[src/rtl/multichan_link_if.sv]
// Bundle of the byte-transport and per-channel client signals of multichan_link.
//   Transport side : send_flag/send_data/sendable (TX byte handshake),
//                    recv_flag/recv_data/recvable (RX byte handshake)
//   Client side    : write_flag/write_data/writable (per-channel TX slots),
//                    read_flag/read_data/readable (per-channel RX slots)
// Per-channel buses pack {length[4:0], data} with channel 0 in the LSBs.
// slave is the link's view; master is the environment's view.
interface multichan_link_if #(
    parameter int unsigned CHANNEL_BIT = 1,
    parameter int unsigned MESSAGE_BIT = 72
);
    localparam int unsigned NCH = 1 << CHANNEL_BIT;
    localparam int unsigned SW  = 5 + MESSAGE_BIT;

    logic                  send_flag;
    logic [7:0]            send_data;
    logic                  sendable;
    logic                  recv_flag;
    logic [7:0]            recv_data;
    logic                  recvable;
    logic [NCH-1:0]        write_flag;
    logic [NCH*SW-1:0]     write_data;
    logic [NCH-1:0]        writable;
    logic [NCH-1:0]        read_flag;
    logic [NCH*SW-1:0]     read_data;
    logic [NCH-1:0]        readable;

    modport slave (
        output send_flag, send_data, recv_flag, read_data, readable, writable,
        input  sendable, recv_data, recvable, read_flag, write_flag, write_data
    );

    modport master (
        input  send_flag, send_data, recv_flag, read_data, readable, writable,
        output sendable, recv_data, recvable, read_flag, write_flag, write_data
    );
endinterface

[src/rtl/multichan_link.sv]
// Multiplexes 2^CHANNEL_BIT message channels over one byte stream.
// Frames are a header byte {channel[2:0], length[4:0]} followed by `length`
// payload bytes, least-significant byte first.
//   CLK, RST : clock, asynchronous active-high reset
//   bus      : multichan_link_if.slave (transport handshakes + per-channel slots)
// One transmit slot and one receive slot per channel; TX and RX run independently.
module multichan_link #(
    parameter int unsigned CHANNEL_BIT = 1,
    parameter int unsigned MESSAGE_BIT = 72
) (
    input  logic CLK,
    input  logic RST,
    multichan_link_if.slave bus
);
    localparam int unsigned NCH    = 1 << CHANNEL_BIT;
    localparam int unsigned MAXB   = MESSAGE_BIT / 8;
    localparam int unsigned SW     = 5 + MESSAGE_BIT;
    localparam logic [4:0]  MAXB_L = 5'(MAXB);

    localparam logic [1:0] TX_IDLE    = 2'd0;
    localparam logic [1:0] TX_HDR     = 2'd1;
    localparam logic [1:0] TX_PAY     = 2'd2;

    localparam logic [1:0] RX_HDR     = 2'd0;
    localparam logic [1:0] RX_PAY     = 2'd1;
    localparam logic [1:0] RX_DELIVER = 2'd2;

    // transmit state
    logic [1:0]             tx_state_q, tx_state_d;
    logic [CHANNEL_BIT-1:0] tx_ch_q, tx_ch_d;
    logic [4:0]             tx_idx_q, tx_idx_d;
    logic [NCH-1:0]         tx_full_q, tx_full_d;
    logic [4:0]             tx_len_q  [NCH];
    logic [4:0]             tx_len_d  [NCH];
    logic [MESSAGE_BIT-1:0] tx_data_q [NCH];
    logic [MESSAGE_BIT-1:0] tx_data_d [NCH];

    // receive state
    logic [1:0]             rx_state_q, rx_state_d;
    logic [2:0]             rx_ch_q, rx_ch_d;
    logic [4:0]             rx_len_q, rx_len_d;
    logic [4:0]             rx_idx_q, rx_idx_d;
    logic [MESSAGE_BIT-1:0] rx_buf_q, rx_buf_d;
    logic [NCH-1:0]         rx_full_q, rx_full_d;
    logic [4:0]             rd_len_q  [NCH];
    logic [4:0]             rd_len_d  [NCH];
    logic [MESSAGE_BIT-1:0] rd_data_q [NCH];
    logic [MESSAGE_BIT-1:0] rd_data_d [NCH];

    logic                   tx_fire;
    logic [7:0]             tx_byte;
    logic [CHANNEL_BIT-1:0] tx_sel;
    logic [4:0]             tx_cur_len;
    logic [MESSAGE_BIT-1:0] tx_cur_data;
    logic                   rx_fire;
    logic                   rx_ch_ok;
    logic [CHANNEL_BIT-1:0] rx_ch_idx;

    // lowest-index full transmit slot
    always_comb begin
        tx_sel = '0;
        for (int i = int'(NCH) - 1; i >= 0; i--) begin
            if (tx_full_q[i]) tx_sel = CHANNEL_BIT'(i);
        end
    end

    assign tx_cur_len  = tx_len_q[tx_ch_q];
    assign tx_cur_data = tx_data_q[tx_ch_q];

    // transmit slots and framing FSM
    always_comb begin
        tx_state_d = tx_state_q;
        tx_ch_d    = tx_ch_q;
        tx_idx_d   = tx_idx_q;
        tx_full_d  = tx_full_q;
        tx_len_d   = tx_len_q;
        tx_data_d  = tx_data_q;
        tx_fire    = 1'b0;
        tx_byte    = 8'h00;

        // a load only ever targets an empty slot, a drain only a full one
        for (int i = 0; i < int'(NCH); i++) begin
            if (bus.write_flag[i] && !tx_full_q[i]) begin
                tx_full_d[i] = 1'b1;
                tx_len_d[i]  = (bus.write_data[i*SW + MESSAGE_BIT +: 5] > MAXB_L)
                             ? MAXB_L : bus.write_data[i*SW + MESSAGE_BIT +: 5];
                tx_data_d[i] = bus.write_data[i*SW +: MESSAGE_BIT];
            end
        end

        case (tx_state_q)
            TX_IDLE: begin
                if (|tx_full_q) begin
                    tx_ch_d    = tx_sel;
                    tx_state_d = TX_HDR;
                end
            end
            TX_HDR: begin
                tx_byte = {3'(tx_ch_q), tx_cur_len};
                tx_fire = bus.sendable;
                if (tx_fire) begin
                    tx_idx_d = 5'd0;
                    if (tx_cur_len == 5'd0) begin
                        tx_full_d[tx_ch_q] = 1'b0;
                        tx_state_d         = TX_IDLE;
                    end else begin
                        tx_state_d = TX_PAY;
                    end
                end
            end
            TX_PAY: begin
                tx_byte = 8'(tx_cur_data >> {tx_idx_q, 3'b000});
                tx_fire = bus.sendable;
                if (tx_fire) begin
                    if (tx_idx_q == tx_cur_len - 5'd1) begin
                        tx_full_d[tx_ch_q] = 1'b0;
                        tx_state_d         = TX_IDLE;
                    end else begin
                        tx_idx_d = tx_idx_q + 5'd1;
                    end
                end
            end
            default: tx_state_d = TX_IDLE;
        endcase
    end

    assign rx_ch_ok  = ({1'b0, rx_ch_q} < 4'(NCH));
    assign rx_ch_idx = rx_ch_q[CHANNEL_BIT-1:0];

    // receive parser and per-channel delivery
    always_comb begin
        rx_state_d = rx_state_q;
        rx_ch_d    = rx_ch_q;
        rx_len_d   = rx_len_q;
        rx_idx_d   = rx_idx_q;
        rx_buf_d   = rx_buf_q;
        rx_full_d  = rx_full_q;
        rd_len_d   = rd_len_q;
        rd_data_d  = rd_data_q;
        rx_fire    = 1'b0;

        for (int i = 0; i < int'(NCH); i++) begin
            if (bus.read_flag[i]) rx_full_d[i] = 1'b0;
        end

        case (rx_state_q)
            RX_HDR: begin
                // no byte is taken from the transport while reset is held
                rx_fire = bus.recvable & ~RST;
                if (rx_fire) begin
                    rx_ch_d    = bus.recv_data[7:5];
                    rx_len_d   = bus.recv_data[4:0];
                    rx_idx_d   = 5'd0;
                    rx_buf_d   = '0;
                    rx_state_d = (bus.recv_data[4:0] == 5'd0) ? RX_DELIVER : RX_PAY;
                end
            end
            RX_PAY: begin
                rx_fire = bus.recvable & ~RST;
                if (rx_fire) begin
                    // bytes beyond the payload width are swallowed
                    if (rx_idx_q < MAXB_L) begin
                        rx_buf_d = rx_buf_q
                                 | (MESSAGE_BIT'(bus.recv_data) << {rx_idx_q, 3'b000});
                    end
                    if (rx_idx_q == rx_len_q - 5'd1) begin
                        rx_state_d = RX_DELIVER;
                    end else begin
                        rx_idx_d = rx_idx_q + 5'd1;
                    end
                end
            end
            RX_DELIVER: begin
                if (!rx_ch_ok) begin
                    rx_state_d = RX_HDR;
                end else if (!rx_full_q[rx_ch_idx] || bus.read_flag[rx_ch_idx]) begin
                    rx_full_d[rx_ch_idx] = 1'b1;
                    rd_len_d[rx_ch_idx]  = rx_len_q;
                    rd_data_d[rx_ch_idx] = rx_buf_q;
                    rx_state_d           = RX_HDR;
                end
            end
            default: rx_state_d = RX_HDR;
        endcase
    end

    // state registers
    always_ff @(posedge CLK or posedge RST) begin
        if (RST) begin
            tx_state_q <= TX_IDLE;
            tx_ch_q    <= '0;
            tx_idx_q   <= '0;
            tx_full_q  <= '0;
            rx_state_q <= RX_HDR;
            rx_ch_q    <= '0;
            rx_len_q   <= '0;
            rx_idx_q   <= '0;
            rx_buf_q   <= '0;
            rx_full_q  <= '0;
            for (int i = 0; i < int'(NCH); i++) begin
                tx_len_q[i]  <= '0;
                tx_data_q[i] <= '0;
                rd_len_q[i]  <= '0;
                rd_data_q[i] <= '0;
            end
        end else begin
            tx_state_q <= tx_state_d;
            tx_ch_q    <= tx_ch_d;
            tx_idx_q   <= tx_idx_d;
            tx_full_q  <= tx_full_d;
            rx_state_q <= rx_state_d;
            rx_ch_q    <= rx_ch_d;
            rx_len_q   <= rx_len_d;
            rx_idx_q   <= rx_idx_d;
            rx_buf_q   <= rx_buf_d;
            rx_full_q  <= rx_full_d;
            for (int i = 0; i < int'(NCH); i++) begin
                tx_len_q[i]  <= tx_len_d[i];
                tx_data_q[i] <= tx_data_d[i];
                rd_len_q[i]  <= rd_len_d[i];
                rd_data_q[i] <= rd_data_d[i];
            end
        end
    end

    assign bus.send_flag = tx_fire;
    assign bus.send_data = tx_byte;
    assign bus.recv_flag = rx_fire;
    // masking by the pop lets a client registering its pop off readable avoid a double pop
    assign bus.readable  = rx_full_q & ~bus.read_flag;
    assign bus.writable  = ~tx_full_q & ~bus.write_flag;

    for (genvar g = 0; g < int'(NCH); g++) begin : g_rd
        assign bus.read_data[g*SW +: SW] = {rd_len_q[g], rd_data_q[g]};
    end
endmodule

[src/flat_wrapper.sv]
// flat-port wrapper written by rule: the top's interface ports become plain ports
module multichan_link_flat 
#(
    parameter int unsigned CHANNEL_BIT = 1,
    parameter int unsigned MESSAGE_BIT = 72
)
  (CLK, RST, bus_send_flag, bus_send_data, bus_recv_flag, bus_read_data, bus_readable, bus_writable, bus_sendable, bus_recv_data, bus_recvable, bus_read_flag, bus_write_flag, bus_write_data);
  multichan_link_if #(.CHANNEL_BIT(CHANNEL_BIT), .MESSAGE_BIT(MESSAGE_BIT)) bus_i ();
  input  logic CLK;
  input  logic RST;
  output wire logic [$bits(bus_i.send_flag)-1:0] bus_send_flag;
  output wire logic [$bits(bus_i.send_data)-1:0] bus_send_data;
  output wire logic [$bits(bus_i.recv_flag)-1:0] bus_recv_flag;
  output wire logic [$bits(bus_i.read_data)-1:0] bus_read_data;
  output wire logic [$bits(bus_i.readable)-1:0] bus_readable;
  output wire logic [$bits(bus_i.writable)-1:0] bus_writable;
  input wire logic [$bits(bus_i.sendable)-1:0] bus_sendable;
  input wire logic [$bits(bus_i.recv_data)-1:0] bus_recv_data;
  input wire logic [$bits(bus_i.recvable)-1:0] bus_recvable;
  input wire logic [$bits(bus_i.read_flag)-1:0] bus_read_flag;
  input wire logic [$bits(bus_i.write_flag)-1:0] bus_write_flag;
  input wire logic [$bits(bus_i.write_data)-1:0] bus_write_data;
  assign bus_send_flag = bus_i.send_flag;
  assign bus_send_data = bus_i.send_data;
  assign bus_recv_flag = bus_i.recv_flag;
  assign bus_read_data = bus_i.read_data;
  assign bus_readable = bus_i.readable;
  assign bus_writable = bus_i.writable;
  assign bus_i.sendable = bus_sendable;
  assign bus_i.recv_data = bus_recv_data;
  assign bus_i.recvable = bus_recvable;
  assign bus_i.read_flag = bus_read_flag;
  assign bus_i.write_flag = bus_write_flag;
  assign bus_i.write_data = bus_write_data;
  multichan_link #(.CHANNEL_BIT(CHANNEL_BIT), .MESSAGE_BIT(MESSAGE_BIT)) u_core (.CLK(CLK), .RST(RST), .bus(bus_i));
endmodule
[config.mk]
export PLATFORM = sky130hd
export DESIGN_NAME = multichan_link_flat
export DESIGN_NICKNAME = d
export VERILOG_FILES = /design/src/rtl/multichan_link_if.sv /design/src/rtl/multichan_link.sv /design/src/flat_wrapper.sv
export SDC_FILE = /design/constraint.sdc
export NUM_CORES = 1
export LEC_CHECK = 0
export ABC_AREA = 1
export CORE_MARGIN = 2
export CORE_UTILIZATION = 40
export DETAILED_ROUTE_END_ITERATION = 8
export PLACE_DENSITY = 0.63
export SLEW_MARGIN = 20
export SYNTH_ARGS = -nofsm -noshare
export SYNTH_HDL_FRONTEND = slang
export SYNTH_SLANG_ARGS = --single-unit
[constraint.sdc]
create_clock -name CLK -period 17 [get_ports CLK]
set_input_delay 2.55 -clock CLK [delete_from_list [all_inputs] [get_ports CLK]]
set_output_delay 2.55 -clock CLK [all_outputs]
set_load 0.01 [all_outputs]
==> impl_metrics.env <==
export IMPL_port_buffer_count=337
export IMPL_cts_setup_buffers=0
export IMPL_finalSetupTns_ps=0
export IMPL_synthDistinctLibCells=37
export IMPL_netlist_area_sq_mm=0.01758
export IMPL_core_sq_mm=0.04327
export IMPL_gp_congestion=0.9258
export IMPL_power_internal_mw=2.321
export IMPL_maxSlewHeadroom_pct=30.65
export IMPL_p_sw_mw=1.280
export IMPL_syn_inst=2076
export IMPL_hpwl_mm=35.75
export IMPL_areaGrowthSynthToFinish_pct=29.89
export IMPL_drt_iter0_drc=1292
export IMPL_clk_latency_ps=580
export IMPL_grt_pass1_vias=14950
export IMPL_status="complete, no violations"
export IMPL_grt_pass1_wl_mm=81.89
export IMPL_synth_top_area_cell="dfrtp_1"
export IMPL_initial_utilization_pct=40.63
export IMPL_cts_buffers=44
export IMPL_holdPathEnd="u_core.tx_data_q[110]"
export IMPL_syn_nets=2253
export IMPL_cts_root_buffer_cell="clkbuf_16"
export IMPL_hp_class="flop to flop"
export IMPL_switching_share_pct=35.55
export IMPL_dr_pass1_iters=6
export IMPL_pwr_share_comb_pct=32.6
export IMPL_peakVddDrop_mv=0.08702
export IMPL_cts_sinks=407
export IMPL_cts_max_level=2
export IMPL_ant_nets=0
export IMPL_crit_path_end_kind="output pin"
export IMPL_synth_seq_cells=407
export IMPL_syn_avg_cell_area_sq_um=8.467
export IMPL_final_nets=2532
export IMPL_crit_type="primary input to output pin"
export IMPL_postCtsHoldBufs=0
export IMPL_leakage_nw=10.48
export IMPL_antenna_found_initial=2
export IMPL_max_cap_viol_count=0
export IMPL_slew_violations=0
export IMPL_crit_arrival_ps=4760
export IMPL_fin_crit_ps=7314
export IMPL_crit_fanout=119
export IMPL_drive_gt1_share_pct=5.274
export IMPL_stdcell_area_sq_mm=0.02283
export IMPL_grt_max_degree=143
export IMPL_grt_use_total_pct=22.94
export IMPL_num_rows=76
export IMPL_grt_overflow_total=0
export IMPL_cp_required_ps=14450
export IMPL_synth_async_reset_ratio_pct=100.0
export IMPL_rr_endpoint="u_core.tx_state_q[1]"
export IMPL_vias=14867
export IMPL_rsz0062_at_grt="no"
export IMPL_fin_worst_skew_ps=21.16
export IMPL_place_area_sq_mm=0.02133
export IMPL_cts_resized=0
export IMPL_cts_tree="built"
export IMPL_io_pins=338
export IMPL_seqPwrFrac_pct=39.9
export IMPL_yosysSeqAreaShare_pct=57.94
export IMPL_hold_start="u_core.tx_data_q[110]"
export IMPL_final_cells=2975
export IMPL_ys_warn_count=0
export IMPL_dieArea_sq_mm=0.04564
export IMPL_post_route_drc_count=0
export IMPL_reg2reg_depth=14
export IMPL_die_x_um=213.6
export IMPL_startpoint_type="primary input"
export IMPL_pwr_share_clk_pct=27.5
export IMPL_fin_ws_ps=9686
export IMPL_yosys_top_cells_area="dfrtp_1, nand2_1, o21ai_0"
export IMPL_final_hold_viol_count=0
export IMPL_p_per_area_mw_per_mm2=157.8
export IMPL_tightest_slew_ps=1040
export IMPL_clkTransAtPathRegs_ps=60
export IMPL_clockBufferDepth=3
export IMPL_timing_hold_ws_ps=471.6
export IMPL_reg2reg_slack_ps=13870
export IMPL_die_h_um=213.6
export IMPL_viasPerCell=4.997
export IMPL_wl_per_cell_um=17.50
export IMPL_setup_violations=0
export IMPL_yosys_area_top_type_share_pct=57.94
export IMPL_whs_path_depth=2
export IMPL_place_ws_ps=9669
export IMPL_post_route_period_util_pct=43.03
export IMPL_place_inst=2894
export IMPL_synth_edf_count=0
export IMPL_wl_mm=52.07
export IMPL_timing_rr_start="u_core.tx_ch_q"
export IMPL_synth_ff_type="dfrtp_1"
export IMPL_fmax_mhz=136.7
metrics by stage:
step	total power, mW	utilization (%)
after floorplan	2.126	-
after global placement	2.599	49.28
after detailed placement	2.629	49.29
after CTS	3.636	52.76
after global routing	3.846	52.77
final	3.602	52.77
state kept, by name (all words and copies together), names as in the netlist:
register	count
u_core.bus.read_data	154
u_core.tx_data_q	144
u_core.rx_buf_q	72
u_core.tx_len_q	10
u_core.rx_idx_q	5
u_core.rx_len_q	5
u_core.tx_idx_q	5
u_core.rx_ch_q	3
u_core.rx_full_q	2
u_core.rx_state_q	2
u_core.tx_full_q	2
u_core.tx_state_q	2
u_core.tx_ch_q	1
metal layers:
layer / vias to the layer above / global-route usage [%] / part of all wire (%)
met1: 7145 / 29.58 / 42
met4: 2 / 7.447 / 2.6
met2: 439 / 38.45 / 49
li1: 7193 / - / -
met5: - / 0 / 0.033
met3: 88 / 5.141 / 6.7
synth_stat cells, types with 2 or more instances:
| cell type | number |
|---|---|
| clkbuf_1 | 67 |
| nand4_1 | 29 |
| nand3_1 | 81 |
| buf_1 | 4 |
| xnor2_1 | 4 |
| o21ai_1 | 7 |
| buf_6 | 3 |
| nand2_1 | 644 |
| xor2_1 | 8 |
| ha_1 | 7 |
| dfrtp_1 | 407 |
| inv_2 | 2 |
| a31oi_1 | 3 |
| or2_2 | 2 |
| inv_1 | 200 |
| nand2_4 | 3 |
| nand3_2 | 5 |
| buf_2 | 42 |
| o22ai_1 | 3 |
| buf_4 | 2 |
| nand2_2 | 7 |
| nor2_1 | 73 |
| o21ai_0 | 320 |
| nor3_1 | 24 |
| a21oi_1 | 112 |
| nor2_2 | 6 |
worst max path at each step:
stage / startpoint / end / slack (ps) / depth (start not counted)
floorplan: RST / bus_recv_flag / 2320 / 3
global placement: RST / bus_recv_flag / 9690 / 5
detailed placement: RST / bus_recv_flag / 9670 / 5
CTS: RST / bus_recv_flag / 9660 / 5
global route: RST / bus_recv_flag / 9420 / 5
finish: RST / bus_recv_flag / 9690 / 5
cells in the final DEF, fill, tap and decap left out, types with 5 or more instances in the layout:
| cell | n |
|---|---|
| nand2_1 | 643 |
| dfrtp_1 | 405 |
| clkdlybuf4s50_1 | 337 |
| o21ai_0 | 320 |
| inv_1 | 197 |
| a21oi_1 | 112 |
| nand3_1 | 81 |
| nor2_1 | 72 |
| clkbuf_16 | 45 |
| nand4_1 | 29 |
| nor3_1 | 24 |
| buf_4 | 14 |
| clkbuf_8 | 13 |
| clkinv_2 | 12 |
| nand2_2 | 8 |
| xor2_1 | 8 |
| o21ai_1 | 7 |
| ha_1 | 7 |
| clkbuf_1 | 6 |
| nor2_2 | 5 |
layout make-up:
cell class,instances,area [sq um]
Sequential cell,407,10190
Clock buffer,64,1328
Clock inverter,16,173.9
Timing Repair Buffer,352,3498
Inverter,202,767.0
Antenna cell,1,2.502
Fill cell,4054,20430
Multi-Input combinational cell,1348,6141
Tap cell,585,732.0
power groups by stage:
stage               logic [mW]  registers (mW)  clock network (mW)
floorplan                0.688            1.44                   0
global placement          1.16            1.44                   0
detailed placement        1.18            1.45                   0
CTS                       1.19            1.44                1.01
global route              1.33            1.47                1.05
finish                    1.18            1.44               0.990
critical path, stage by stage:
cell and delay, ps:
clkdlybuf4s50_1 490, inv_8 580, nand2_1 180, nor2_2 270
clkdlybuf4s50_1 600
cells by family after synthesis:
group	synth area share (%)
compound gates	13.00
xor+xnor	0.5979
buf+inv	7.331
fa+ha+maj	0.4982
simple gates	20.63
flops	57.94
(Power assumes the default switching activity.)
